==> src/rtl/host_wg_issue_queue_pkg.sv <==
// ----------------------------------------------------------------------------
// host_wg_pkg : shared descriptor layout (packed MSB-first) and FSM encoding
// Rev 1.0
// ----------------------------------------------------------------------------
`default_nettype none

package host_wg_pkg;

  localparam int WG_ID_WIDTH     = 6;
  localparam int WF_COUNT_WIDTH  = 4;
  localparam int WAVE_ITEM_WIDTH = 6;
  localparam int VGPR_ID_WIDTH   = 8;
  localparam int SGPR_ID_WIDTH   = 4;
  localparam int LDS_ID_WIDTH    = 8;
  localparam int GDS_ID_WIDTH    = 14;
  localparam int MEM_ADDR_WIDTH  = 32;

  localparam int VGPR_SZ_WIDTH = VGPR_ID_WIDTH + 1;
  localparam int SGPR_SZ_WIDTH = SGPR_ID_WIDTH + 1;
  localparam int LDS_SZ_WIDTH  = LDS_ID_WIDTH + 1;
  localparam int GDS_SZ_WIDTH  = GDS_ID_WIDTH + 1;

  // LSB offsets, start_pc occupies the bottom of the word
  localparam int OFF_START_PC    = 0;
  localparam int OFF_GDS_TOTAL   = OFF_START_PC + MEM_ADDR_WIDTH;
  localparam int OFF_LDS_TOTAL   = OFF_GDS_TOTAL + GDS_SZ_WIDTH;
  localparam int OFF_SGPR_PER_WF = OFF_LDS_TOTAL + LDS_SZ_WIDTH;
  localparam int OFF_SGPR_TOTAL  = OFF_SGPR_PER_WF + SGPR_SZ_WIDTH;
  localparam int OFF_VGPR_PER_WF = OFF_SGPR_TOTAL + SGPR_SZ_WIDTH;
  localparam int OFF_VGPR_TOTAL  = OFF_VGPR_PER_WF + VGPR_SZ_WIDTH;
  localparam int OFF_WF_SIZE     = OFF_VGPR_TOTAL + VGPR_SZ_WIDTH;
  localparam int OFF_NUM_WF      = OFF_WF_SIZE + WAVE_ITEM_WIDTH;
  localparam int OFF_WG_ID       = OFF_NUM_WF + WF_COUNT_WIDTH;
  localparam int DESC_WIDTH      = OFF_WG_ID + WG_ID_WIDTH;

  localparam logic [1:0] ST_IDLE = 2'd0;
  localparam logic [1:0] ST_RUN  = 2'd1;
  localparam logic [1:0] ST_GAP  = 2'd2;
  localparam logic [1:0] ST_DONE = 2'd3;

endpackage

`default_nettype wire

==> src/rtl/host_wg_issue_queue_if.sv <==
// ----------------------------------------------------------------------------
// host_wg_issue_queue_if : loader push port and dispatcher issue port
// Rev 1.0
// ----------------------------------------------------------------------------
`default_nettype none

interface host_wg_issue_queue_if;
  import host_wg_pkg::*;

  logic                      load_valid;
  logic                      load_ready;
  logic [DESC_WIDTH-1:0]     load_desc;
  logic                      load_err;
  logic                      inflight_wg_buffer_host_rcvd_ack;
  logic                      host_wg_valid;
  logic [WG_ID_WIDTH-1:0]    host_wg_id;
  logic [WF_COUNT_WIDTH-1:0] host_num_wf;
  logic [WAVE_ITEM_WIDTH-1:0] host_wf_size;
  logic [VGPR_SZ_WIDTH-1:0]  host_vgpr_size_per_wf;
  logic [VGPR_SZ_WIDTH-1:0]  host_vgpr_size_total;
  logic [SGPR_SZ_WIDTH-1:0]  host_sgpr_size_per_wf;
  logic [SGPR_SZ_WIDTH-1:0]  host_sgpr_size_total;
  logic [LDS_SZ_WIDTH-1:0]   host_lds_size_total;
  logic [GDS_SZ_WIDTH-1:0]   host_gds_size_total;
  logic [MEM_ADDR_WIDTH-1:0] host_start_pc;

  modport master (
    output load_valid, load_desc, inflight_wg_buffer_host_rcvd_ack,
    input  load_ready, load_err, host_wg_valid, host_wg_id, host_num_wf,
           host_wf_size, host_vgpr_size_per_wf, host_vgpr_size_total,
           host_sgpr_size_per_wf, host_sgpr_size_total, host_lds_size_total,
           host_gds_size_total, host_start_pc
  );

  modport slave (
    input  load_valid, load_desc, inflight_wg_buffer_host_rcvd_ack,
    output load_ready, load_err, host_wg_valid, host_wg_id, host_num_wf,
           host_wf_size, host_vgpr_size_per_wf, host_vgpr_size_total,
           host_sgpr_size_per_wf, host_sgpr_size_total, host_lds_size_total,
           host_gds_size_total, host_start_pc
  );

endinterface

`default_nettype wire

==> src/rtl/host_wg_issue_queue_fifo.sv <==
// ----------------------------------------------------------------------------
// host_wg_desc_fifo : power-of-2 descriptor FIFO, head visible combinationally
// Rev 1.0
// ----------------------------------------------------------------------------
`default_nettype none

module host_wg_desc_fifo #(
  parameter int DEPTH = 8,
  parameter int WIDTH = 100
) (
  input  wire logic             clk,
  input  wire logic             rst,
  input  wire logic             push_i,
  input  wire logic             pop_i,
  input  wire logic [WIDTH-1:0] wdata_i,
  output logic      [WIDTH-1:0] rdata_o,
  output logic                  full_o,
  output logic                  empty_o
);

  localparam int AW = $clog2(DEPTH);
  localparam logic [AW:0]   FULL_CNT = (AW+1)'(DEPTH);
  localparam logic [AW:0]   CNT_ONE  = (AW+1)'(1);
  localparam logic [AW-1:0] PTR_ONE  = AW'(1);

  logic [WIDTH-1:0] mem_q [DEPTH];
  logic [AW-1:0]    wr_ptr_q, wr_ptr_d;
  logic [AW-1:0]    rd_ptr_q, rd_ptr_d;
  logic [AW:0]      count_q, count_d;
  logic             w_push, w_pop;

  assign full_o  = (count_q == FULL_CNT);
  assign empty_o = (count_q == '0);
  assign rdata_o = mem_q[rd_ptr_q];
  assign w_push  = push_i && !full_o;
  assign w_pop   = pop_i && !empty_o;

  always_comb begin
    wr_ptr_d = wr_ptr_q;
    rd_ptr_d = rd_ptr_q;
    count_d  = count_q;
    if (w_push) wr_ptr_d = wr_ptr_q + PTR_ONE;
    if (w_pop)  rd_ptr_d = rd_ptr_q + PTR_ONE;
    if (w_push && !w_pop)      count_d = count_q + CNT_ONE;
    else if (w_pop && !w_push) count_d = count_q - CNT_ONE;
  end

  always_ff @(posedge clk or negedge rst) begin
    if (!rst) begin
      wr_ptr_q <= '0;
      rd_ptr_q <= '0;
      count_q  <= '0;
    end else begin
      wr_ptr_q <= wr_ptr_d;
      rd_ptr_q <= rd_ptr_d;
      count_q  <= count_d;
    end
  end

  always_ff @(posedge clk) begin
    if (w_push) mem_q[wr_ptr_q] <= wdata_i;
  end

endmodule

`default_nettype wire

==> src/rtl/host_wg_issue_queue.sv <==
// ----------------------------------------------------------------------------
// host_wg_issue_queue : queued WG descriptor issue with gap and total count.
// Optional malformed-descriptor check: HOST_DESC_CHECK_EN.  Rev 1.0
// ----------------------------------------------------------------------------
`default_nettype none

module host_wg_issue_queue
  import host_wg_pkg::*;
#(
  parameter int QUEUE_DEPTH = 8,
  parameter int GAP_WIDTH   = 4
) (
  input  wire logic                   clk,
  input  wire logic                   rst,
  input  wire logic                   start,
  input  wire logic [WG_ID_WIDTH:0]   cfg_total_wg,
  input  wire logic [GAP_WIDTH-1:0]   cfg_gap,
  host_wg_issue_queue_if.slave        bus,
  output logic      [WG_ID_WIDTH:0]   issued_count,
  output logic                        all_wf_dispatched
);

  localparam logic [GAP_WIDTH-1:0] GAP_ONE = GAP_WIDTH'(1);
  localparam logic [WG_ID_WIDTH:0] CNT_ONE = (WG_ID_WIDTH+1)'(1);

  logic [1:0]            state_q, state_d;
  logic [WG_ID_WIDTH:0]  total_q, total_d;
  logic [WG_ID_WIDTH:0]  issued_q, issued_d;
  logic [GAP_WIDTH-1:0]  gap_q, gap_d;
  logic [GAP_WIDTH-1:0]  gap_cnt_q, gap_cnt_d;
  logic [DESC_WIDTH-1:0] w_head, w_head_vis;
  logic [WG_ID_WIDTH:0]  w_issued_inc;
  logic                  w_full, w_empty, w_load_hs, w_push, w_pop, w_desc_ok;

  host_wg_desc_fifo #(
    .DEPTH (QUEUE_DEPTH),
    .WIDTH (DESC_WIDTH)
  ) u_fifo (
    .clk     (clk),
    .rst     (rst),
    .push_i  (w_push),
    .pop_i   (w_pop),
    .wdata_i (bus.load_desc),
    .rdata_o (w_head),
    .full_o  (w_full),
    .empty_o (w_empty)
  );

  assign bus.load_ready    = !w_full;
  assign w_load_hs         = bus.load_valid && !w_full;
  assign w_push            = w_load_hs && w_desc_ok;
  assign bus.host_wg_valid = (state_q == ST_RUN) && !w_empty;
  assign w_pop             = bus.host_wg_valid && bus.inflight_wg_buffer_host_rcvd_ack;
  assign w_issued_inc      = issued_q + CNT_ONE;
  assign issued_count      = issued_q;
  assign all_wf_dispatched = (state_q == ST_DONE);

  // Stale storage must not leak onto the bus when nothing is queued
  assign w_head_vis = w_empty ? '0 : w_head;

  assign bus.host_wg_id            = w_head_vis[OFF_WG_ID       +: WG_ID_WIDTH];
  assign bus.host_num_wf           = w_head_vis[OFF_NUM_WF      +: WF_COUNT_WIDTH];
  assign bus.host_wf_size          = w_head_vis[OFF_WF_SIZE     +: WAVE_ITEM_WIDTH];
  assign bus.host_vgpr_size_total  = w_head_vis[OFF_VGPR_TOTAL  +: VGPR_SZ_WIDTH];
  assign bus.host_vgpr_size_per_wf = w_head_vis[OFF_VGPR_PER_WF +: VGPR_SZ_WIDTH];
  assign bus.host_sgpr_size_total  = w_head_vis[OFF_SGPR_TOTAL  +: SGPR_SZ_WIDTH];
  assign bus.host_sgpr_size_per_wf = w_head_vis[OFF_SGPR_PER_WF +: SGPR_SZ_WIDTH];
  assign bus.host_lds_size_total   = w_head_vis[OFF_LDS_TOTAL   +: LDS_SZ_WIDTH];
  assign bus.host_gds_size_total   = w_head_vis[OFF_GDS_TOTAL   +: GDS_SZ_WIDTH];
  assign bus.host_start_pc         = w_head_vis[OFF_START_PC    +: MEM_ADDR_WIDTH];

`ifdef HOST_DESC_CHECK_EN
  localparam int VPROD_W = VGPR_SZ_WIDTH + WF_COUNT_WIDTH;
  localparam int SPROD_W = SGPR_SZ_WIDTH + WF_COUNT_WIDTH;

  logic [WF_COUNT_WIDTH-1:0] w_chk_nwf;
  logic [VPROD_W-1:0]        w_vgpr_prod, w_vgpr_tot;
  logic [SPROD_W-1:0]        w_sgpr_prod, w_sgpr_tot;
  logic                      load_err_q;

  assign w_chk_nwf   = bus.load_desc[OFF_NUM_WF +: WF_COUNT_WIDTH];
  assign w_vgpr_prod = {{WF_COUNT_WIDTH{1'b0}}, bus.load_desc[OFF_VGPR_PER_WF +: VGPR_SZ_WIDTH]}
                     * {{VGPR_SZ_WIDTH{1'b0}}, w_chk_nwf};
  assign w_sgpr_prod = {{WF_COUNT_WIDTH{1'b0}}, bus.load_desc[OFF_SGPR_PER_WF +: SGPR_SZ_WIDTH]}
                     * {{SGPR_SZ_WIDTH{1'b0}}, w_chk_nwf};
  assign w_vgpr_tot  = {{WF_COUNT_WIDTH{1'b0}}, bus.load_desc[OFF_VGPR_TOTAL +: VGPR_SZ_WIDTH]};
  assign w_sgpr_tot  = {{WF_COUNT_WIDTH{1'b0}}, bus.load_desc[OFF_SGPR_TOTAL +: SGPR_SZ_WIDTH]};
  assign w_desc_ok   = (w_chk_nwf != '0) && (w_vgpr_prod == w_vgpr_tot)
                    && (w_sgpr_prod == w_sgpr_tot);
  assign bus.load_err = load_err_q;

  always_ff @(posedge clk or negedge rst) begin
    if (!rst) load_err_q <= 1'b0;
    else      load_err_q <= w_load_hs && !w_desc_ok;
  end
`else
  assign w_desc_ok    = 1'b1;
  assign bus.load_err = 1'b0;
`endif

  always_comb begin
    state_d   = state_q;
    total_d   = total_q;
    gap_d     = gap_q;
    gap_cnt_d = gap_cnt_q;
    issued_d  = issued_q;
    case (state_q)
      ST_IDLE, ST_DONE: begin
        if (start) begin
          total_d  = cfg_total_wg;
          gap_d    = cfg_gap;
          issued_d = '0;
          state_d  = (cfg_total_wg == '0) ? ST_DONE : ST_RUN;
        end
      end
      ST_RUN: begin
        if (w_pop) begin
          issued_d = w_issued_inc;
          if (w_issued_inc == total_q) begin
            state_d = ST_DONE;
          end else if (gap_q != '0) begin
            state_d   = ST_GAP;
            gap_cnt_d = gap_q;
          end
        end
      end
      ST_GAP: begin
        // Counter loaded with gap and left at 1 gives exactly gap idle cycles
        if (gap_cnt_q <= GAP_ONE) state_d   = ST_RUN;
        else                      gap_cnt_d = gap_cnt_q - GAP_ONE;
      end
      default: state_d = ST_IDLE;
    endcase
  end

  always_ff @(posedge clk or negedge rst) begin
    if (!rst) begin
      state_q   <= ST_IDLE;
      total_q   <= '0;
      issued_q  <= '0;
      gap_q     <= '0;
      gap_cnt_q <= '0;
    end else begin
      state_q   <= state_d;
      total_q   <= total_d;
      issued_q  <= issued_d;
      gap_q     <= gap_d;
      gap_cnt_q <= gap_cnt_d;
    end
  end

endmodule

`default_nettype wire

==> src/flat_wrapper.sv <==
// flat-port wrapper written by rule: the top's interface ports become plain ports
module host_wg_issue_queue_flat import host_wg_pkg::*;
#(
  parameter int QUEUE_DEPTH = 8,
  parameter int GAP_WIDTH   = 4
)
  (clk, rst, start, cfg_total_wg, cfg_gap, issued_count, all_wf_dispatched, bus_load_valid, bus_load_desc, bus_inflight_wg_buffer_host_rcvd_ack, bus_load_ready, bus_load_err, bus_host_wg_valid, bus_host_wg_id, bus_host_num_wf, bus_host_wf_size, bus_host_vgpr_size_per_wf, bus_host_vgpr_size_total, bus_host_sgpr_size_per_wf, bus_host_sgpr_size_total, bus_host_lds_size_total, bus_host_gds_size_total, bus_host_start_pc);
  host_wg_issue_queue_if bus_i ();
  input  wire logic clk;
  input  wire logic rst;
  input  wire logic start;
  input  wire logic [WG_ID_WIDTH:0] cfg_total_wg;
  input  wire logic [GAP_WIDTH-1:0] cfg_gap;
  output logic      [WG_ID_WIDTH:0] issued_count;
  output logic all_wf_dispatched;
  input wire logic [$bits(bus_i.load_valid)-1:0] bus_load_valid;
  input wire logic [$bits(bus_i.load_desc)-1:0] bus_load_desc;
  input wire logic [$bits(bus_i.inflight_wg_buffer_host_rcvd_ack)-1:0] bus_inflight_wg_buffer_host_rcvd_ack;
  output wire logic [$bits(bus_i.load_ready)-1:0] bus_load_ready;
  output wire logic [$bits(bus_i.load_err)-1:0] bus_load_err;
  output wire logic [$bits(bus_i.host_wg_valid)-1:0] bus_host_wg_valid;
  output wire logic [$bits(bus_i.host_wg_id)-1:0] bus_host_wg_id;
  output wire logic [$bits(bus_i.host_num_wf)-1:0] bus_host_num_wf;
  output wire logic [$bits(bus_i.host_wf_size)-1:0] bus_host_wf_size;
  output wire logic [$bits(bus_i.host_vgpr_size_per_wf)-1:0] bus_host_vgpr_size_per_wf;
  output wire logic [$bits(bus_i.host_vgpr_size_total)-1:0] bus_host_vgpr_size_total;
  output wire logic [$bits(bus_i.host_sgpr_size_per_wf)-1:0] bus_host_sgpr_size_per_wf;
  output wire logic [$bits(bus_i.host_sgpr_size_total)-1:0] bus_host_sgpr_size_total;
  output wire logic [$bits(bus_i.host_lds_size_total)-1:0] bus_host_lds_size_total;
  output wire logic [$bits(bus_i.host_gds_size_total)-1:0] bus_host_gds_size_total;
  output wire logic [$bits(bus_i.host_start_pc)-1:0] bus_host_start_pc;
  assign bus_i.load_valid = bus_load_valid;
  assign bus_i.load_desc = bus_load_desc;
  assign bus_i.inflight_wg_buffer_host_rcvd_ack = bus_inflight_wg_buffer_host_rcvd_ack;
  assign bus_load_ready = bus_i.load_ready;
  assign bus_load_err = bus_i.load_err;
  assign bus_host_wg_valid = bus_i.host_wg_valid;
  assign bus_host_wg_id = bus_i.host_wg_id;
  assign bus_host_num_wf = bus_i.host_num_wf;
  assign bus_host_wf_size = bus_i.host_wf_size;
  assign bus_host_vgpr_size_per_wf = bus_i.host_vgpr_size_per_wf;
  assign bus_host_vgpr_size_total = bus_i.host_vgpr_size_total;
  assign bus_host_sgpr_size_per_wf = bus_i.host_sgpr_size_per_wf;
  assign bus_host_sgpr_size_total = bus_i.host_sgpr_size_total;
  assign bus_host_lds_size_total = bus_i.host_lds_size_total;
  assign bus_host_gds_size_total = bus_i.host_gds_size_total;
  assign bus_host_start_pc = bus_i.host_start_pc;
  host_wg_issue_queue #(.QUEUE_DEPTH(QUEUE_DEPTH), .GAP_WIDTH(GAP_WIDTH)) u_core (.clk(clk), .rst(rst), .start(start), .cfg_total_wg(cfg_total_wg), .cfg_gap(cfg_gap), .bus(bus_i), .issued_count(issued_count), .all_wf_dispatched(all_wf_dispatched));
endmodule
==> config.mk <==
export PLATFORM = sky130hd
export DESIGN_NAME = host_wg_issue_queue_flat
export DESIGN_NICKNAME = d
export VERILOG_FILES = /design/src/rtl/host_wg_issue_queue_pkg.sv /design/src/rtl/host_wg_issue_queue_if.sv /design/src/rtl/host_wg_issue_queue_fifo.sv /design/src/rtl/host_wg_issue_queue.sv /design/src/flat_wrapper.sv
export SDC_FILE = /design/constraint.sdc
export NUM_CORES = 1
export LEC_CHECK = 0
export BUFFER_PORTS_ARGS = -buffer_cell sky130_fd_sc_hd__buf_2
export CAP_MARGIN = 20
export CORE_UTILIZATION = 40
export DETAILED_ROUTE_END_ITERATION = 10
export PLACE_DENSITY_LB_ADDON = 0.12
export SKIP_CTS_REPAIR_TIMING = 1
export SYNTH_ARGS = -nofsm -noshare
export SYNTH_HDL_FRONTEND = slang
export SYNTH_SLANG_ARGS = --single-unit
export TNS_END_PERCENT = 1
==> constraint.sdc <==
create_clock -name clk -period 14.8 [get_ports clk]
set_clock_uncertainty 0.15 [all_clocks]
set_input_delay 1.48 -clock clk [delete_from_list [all_inputs] [get_ports clk]]
set_output_delay 1.48 -clock clk [all_outputs]
set_load 0.02 [all_outputs]
### After elaboration in Yosys (flattened, before gate mapping)

Memories as Yosys holds them, arrays and structs flattened.
Index checks and enable logic that the tools add are counted.

| storage, ports and cells | value |
|---|---|
| register bits after elaboration | 34 |
| RAM bits | 800 |
| input port bits | 116 |
| output and inout port bits | 111 |
| word-level logic and storage cells | 71 |
| memories kept | 1 |

| operators by class | value |
|---|---|
| add/sub/neg operators | 6 |
| $lt $le $gt $ge | 1 |
| eq/ne operators | 12 |
| multiplexer cells | 20 |
| reductions and logical operators | 23 |

Memories:

| memory | words | bits a word | read ports | clocked after memory_dff | write ports | RTL line | source |
|---|---|---|---|---|---|---|---|
| u_core.u_fifo.mem_q | 8 | 100 | 1 | 0 | 1 | host_wg_issue_queue_fifo.sv:26 | `logic [WIDTH-1:0] mem_q [DEPTH];` |

Operators by type and width:

| operator | count |
|---|---|
| $mux 100 | 1 |
| $mux 4 | 6 |
| $mux 7 | 2 |
| $pmux 7 s2 | 1 |
| $mux 2 | 6 |
| $ne 2x2->1 const B | 5 |
| $pmux 4 s2 | 1 |
| $sub 4x1->4 const B | 2 |
| $add 7x1->7 const B | 1 |
| $eq 7x7->1 | 1 |
| $logic_and 1x1->1 | 7 |
| $logic_not 7->1 | 1 |
| $add 3x1->3 const B | 2 |
| $pmux 2 s3 | 1 |
| $reduce_bool 2->1 | 3 |
| $reduce_and 5->1 | 1 |
| $add 4x1->4 const B | 1 |
| $eq 2x2->1 const B | 2 |
| $eq 4x4->1 const B | 1 |
| $le 4x1->1 const B | 1 |
| $logic_not 1->1 | 4 |
| $logic_not 4->1 | 1 |
| $reduce_and 4->1 | 1 |
| $reduce_bool 4->1 | 1 |
| 8 further kinds | 9 |

### Longest topological paths before layout

| depth | value |
|---|---|
| word-level depth | 8 |
| gate-level depth with buffers | 12 |
| depth with buffers taken out | 12 |

### Hierarchy

From an unflattened synthesis, not the netlist that was laid out.

| second synthesis, totals | value |
|---|---|
| cell total of the unflattened synthesis | 1470 |
| area total of the unflattened synthesis | 32937.8 µm² |

By module, submodules not included:

| module | times used | cells each | area each (µm²) | sequential area each (µm²) |
|---|---|---|---|---|
| host_wg_desc_fifo | 1 | 1220 | 30839.6 | 24273.3 |
| host_wg_issue_queue | 1 | 250 | 2098.3 | 600.6 |

### Worst setup path before layout

Ideal clock, no wire load.

| timing | value |
|---|---|
| path type | in2reg |
| start point | input port bus_load_valid |
| end point | memory u_core.u_fifo.mem_q[0][0] (enable) |
| data arrival time | 11.065 ns |
| data required time | 13.846 ns |
| slack | 2.781 ns |
| stages | 2 |
| buffers on the path | 0 |
| cell sequence | nand2_1 -> nor4_1 |

| between the ends | value |
|---|---|
| longest elaborated chain between the ends | 4 |

RTL lines:

| item | RTL line | source |
|---|---|---|
| start: declaration | flat_wrapper.sv:16 | `input wire logic [$bits(bus_i.load_valid)-1:0] bus_load_valid;` |
| $logic_and 1x1->1 | host_wg_issue_queue.sv:50 | `assign w_load_hs = bus.load_valid && !w_full;` |
| $logic_and 1x1->1 | host_wg_issue_queue_fifo.sv:35 | `assign w_push = push_i && !full_o;` |
| $mux 1 | host_wg_issue_queue_fifo.sv:61 | `if (w_push) mem_q[wr_ptr_q] <= wdata_i;` |
| $mux 1 (not written as such) | host_wg_issue_queue_fifo.sv:61 |  |
| end: declaration | host_wg_issue_queue_fifo.sv:26 |  |

Every way passes these cells.

### Worst setup path after layout

| timing | value |
|---|---|
| start point | register u_core.u_fifo.rd_ptr_q[0] |
| end point | output port bus_host_vgpr_size_total[5] |

| between the ends | value |
|---|---|
| longest elaborated chain between the ends | 2 |

RTL lines:

| item | RTL line | source |
|---|---|---|
| start: declaration | host_wg_issue_queue_fifo.sv:28 | `logic [AW-1:0] rd_ptr_q, rd_ptr_d;` |
| start signal: assignment | host_wg_issue_queue_fifo.sv:55 | `rd_ptr_q <= rd_ptr_d;` |
| $mem_v2 8x100 | -- |  |
| $mux 100 | host_wg_issue_queue.sv:59 | `assign w_head_vis = w_empty ? '0 : w_head;` |
| end: declaration | flat_wrapper.sv:26 | `output wire logic [$bits(bus_i.host_vgpr_size_total)-1:0] bus_host_vgpr_size_total;` |

Every way passes these cells.

==> results.yml <==
worst_setup_path:
  rr_endpoint: "u_core.u_fifo.mem_q[4][92]"
  worst-setup-path-type: "flip-flop to primary output"
  r2r_cells: 8
  crit_arrival_ns: 4.55
  critPathRequiredTime_ns: 13.17
  critPathCaptureType: "primary output"
  cp-start-kind: "flip-flop"
  r2r_setup_slack_ns: 11.02
  critPathMaxFanout: 45
  r2r-start: "u_core.u_fifo.count_q[0]"
clock_tree:
  path_clk_slew_ns: 0.06
  htreeDepth: 3
  root_buffer: "clkbuf_16"
  cts_tree: "built"
  clock_path_buffers: 3
  clock_latency_ns: 0.62
  numClockSinks: 834
  cts-buffers-inserted: 89
min_path:
  hold-path-endpoint: "u_core.u_fifo.count_q[3]"
  worstHoldPathCells: 1
  worstHoldStart: "u_core.u_fifo.count_q[3]"
  hold_path.class: "flip-flop to flip-flop"
cells_and_area:
  mostFrequentLayoutCell: "edfxtp_1"
  syn_to_final_growth_pct: 16.2
  mostFrequentLayoutCells: "edfxtp_1, buf_2, mux4_2"
  drive_gt1_share_pct: 33.1
  register_area_um2: 24900
  multiInputGateArea_um2: 7150
  fin_nets: 1894
  nFillCells: 6637
  fin_cells: 2886
route:
  ant_nets: 0
  drt-vias-per-instance: 5.27
  vias: 15207
  drt_iter0_markers: 1023
  drc_errors: 0
  first_pass_iters: 5
  post_drt_wl_per_cell_um: 24.7
  wirelength_um: 71200
sta:
  finalMaxSlewViolations: 0
  final.min_clock_period_ns: 6.18
  final.setup.tns_ns: 0
  setup_viol: 0
  maxSlewHeadroom_pct: 25.0
  fmax_mhz: 162
  hold_violations: 0
  period_share_pct: 41.7
  rsz0062_at_grt: "false"
  tightestPinTransition_ns: 1.13
global_route:
  grt_start_max_net_pins: 65
  grt_pass1_wl_um: 107000
  gr-usage-all-layers_pct: 17.7
  grt_pass1_vias: 16411
  grt_overflow_total: 0
  antenna_found_initial: 10
synth:
  synth_seq_cells: 834
  ys_seq_area_share_pct: 76.9
  synth_nets: 1622
  syn_avg_cell_area_um2: 21.6
  yosysWarnings: 0
  synth_top_cells_by_area: "edfxtp_1, mux4_2, mux2i_1"
  synthCells: 1494
  syn-cell-area_um2: 32300
  ys.flop_type: "edfxtp_1"
  yosysTopAreaCell: "edfxtp_1"
  synth_cell_types: 47
  async_flop_share_pct: 4.08
  synth_edf_count: 800
  synth_top_area_share_pct: 74.3
flow_run:
  maxCapViolCount: 0
power:
  clkPwrFrac_pct: 27.4
  seq_power_share_pct: 40.3
  power_frac_comb_pct: 32.3
  power.share.switching_pct: 32.6
  cell_internal_pwr_w: 0.00526
  p_switching_w: 0.00255
  vdd_drop_max_mv: 0.132
  p_leak_nw: 12.7
  power_density_nw_per_um2: 208
floorplan:
  core_um2: 79500
  start_util_pct: 40.7
  die-area_um2: 82000
  ios: 227
  die_w_um: 286
  die_h_um: 286
  rows: 103
place:
  gp_congestion: 0.733
  placed_cells: 2725
  io_buffers: 225
  place_hpwl_um: 37700
status:
  status: "complete, no violations"
## critical path: stages, from the launching register on
cell and delay (ns):
dfrtp_4 1.06, buf_4 0.84, buf_4 0.81, mux4_2 0.59, mux2i_1 0.26, nor2_1 0.07
buf_2 0.19
## Yosys cell counts (10+ instances only)
| cell | number |
|---|---|
| buf_1 | 15 |
| buf_2 | 21 |
| clkbuf_1 | 41 |
| dfrtp_1 | 34 |
| edfxtp_1 | 800 |
| ha_1 | 11 |
| inv_1 | 11 |
| mux2_2 | 14 |
| mux2i_1 | 103 |
| mux4_2 | 200 |
| nand2_1 | 21 |
| nand2b_1 | 10 |
| nor2_1 | 120 |
| o21ai_0 | 10 |
| xnor2_1 | 11 |
## layer usage
layer / share of wire (%) / up-vias / global-route usage, % / wire length [um]
li1: - / 6715 / - / -
met1: 42 / 8072 / 22.9 / 29800
met2: 51 / 295 / 30.2 / 36200
met3: 5.3 / 105 / 4.15 / 3780
met4: 1.7 / 20 / 4.53 / 1240
met5: 0.17 / - / 0 / 121
## power by group through the flow
stage	Combinational (W)	Sequential (W)	Clock [W]
after floorplan	0.00183	0.00316	0
after global placement	0.00260	0.00319	0
after detailed placement	0.00261	0.00320	0
after CTS	0.00261	0.00316	0.00220
after global routing	0.00275	0.00319	0.00229
final	0.00253	0.00315	0.00214
## worst max-delay path by stage
stage | from | end
global route | u_core.u_fifo.rd_ptr_q[0] | bus_host_vgpr_size_total[5]
CTS | u_core.u_fifo.rd_ptr_q[0] | bus_host_vgpr_size_total[5]
global placement | u_core.u_fifo.rd_ptr_q[0] | bus_host_vgpr_size_total[5]
finish | u_core.u_fifo.rd_ptr_q[0] | bus_host_vgpr_size_total[5]
detailed placement | u_core.u_fifo.rd_ptr_q[0] | bus_host_vgpr_size_total[5]
floorplan | bus_load_valid | u_core.u_fifo.mem_q[0][0]
## area by class of cell
type,instances,area share (%)
antenna,1,0.00666
multi-input combinational,571,19.0
sequential,834,66.2
inverter,11,0.110
clock buffer,108,6.23
timing repair buffer,259,3.68
clock inverter,52,1.21
tap,1050,3.50
## sequential cells by signal (all words and copies together) (netlist names)
register / count
u_core.issued_count: 7
u_core.u_fifo.mem_q: 800
u_core.u_fifo.rd_ptr_q: 3
u_core.total_q: 7
u_core.u_fifo.wr_ptr_q: 3
u_core.u_fifo.count_q: 4
u_core.gap_q: 4
u_core.gap_cnt_q: 4
u_core.state_q: 2
## through the flow
stage / util (%) / cell area (um^2) / hold slack [ns] / total power (W) / setup slack [ns]
finish: 47.2 / 37600 / 0.357 / 0.00781 / 8.62
global route: 47.2 / 37600 / 0.383 / 0.00822 / 8.13
CTS: 47.2 / 37600 / 0.364 / 0.00797 / 8.34
detailed placement: 43.7 / 34800 / 0.355 / 0.00581 / 9.03
global placement: 43.7 / 34800 / 0.350 / 0.00579 / 9.04
floorplan: - / 32300 / 0.314 / 0.00499 / 2.78
## kinds of logic (layout without fill, tap and decap cells)
family          count (synthesis)  after routing  share of synthesized area (%)
other cells                     1              2                         0.0116
buf+inv                        89            430                           1.13
simple gates                  188            188                           2.53
flops                         834            834                           76.9
compound gates                 36             36                          0.840
xor+xnor                       17             17                          0.461
mux                           317            317                           17.6
fa+ha+maj                      12             12                          0.488
No activity file was read; power rests on OpenSTA's default activity.
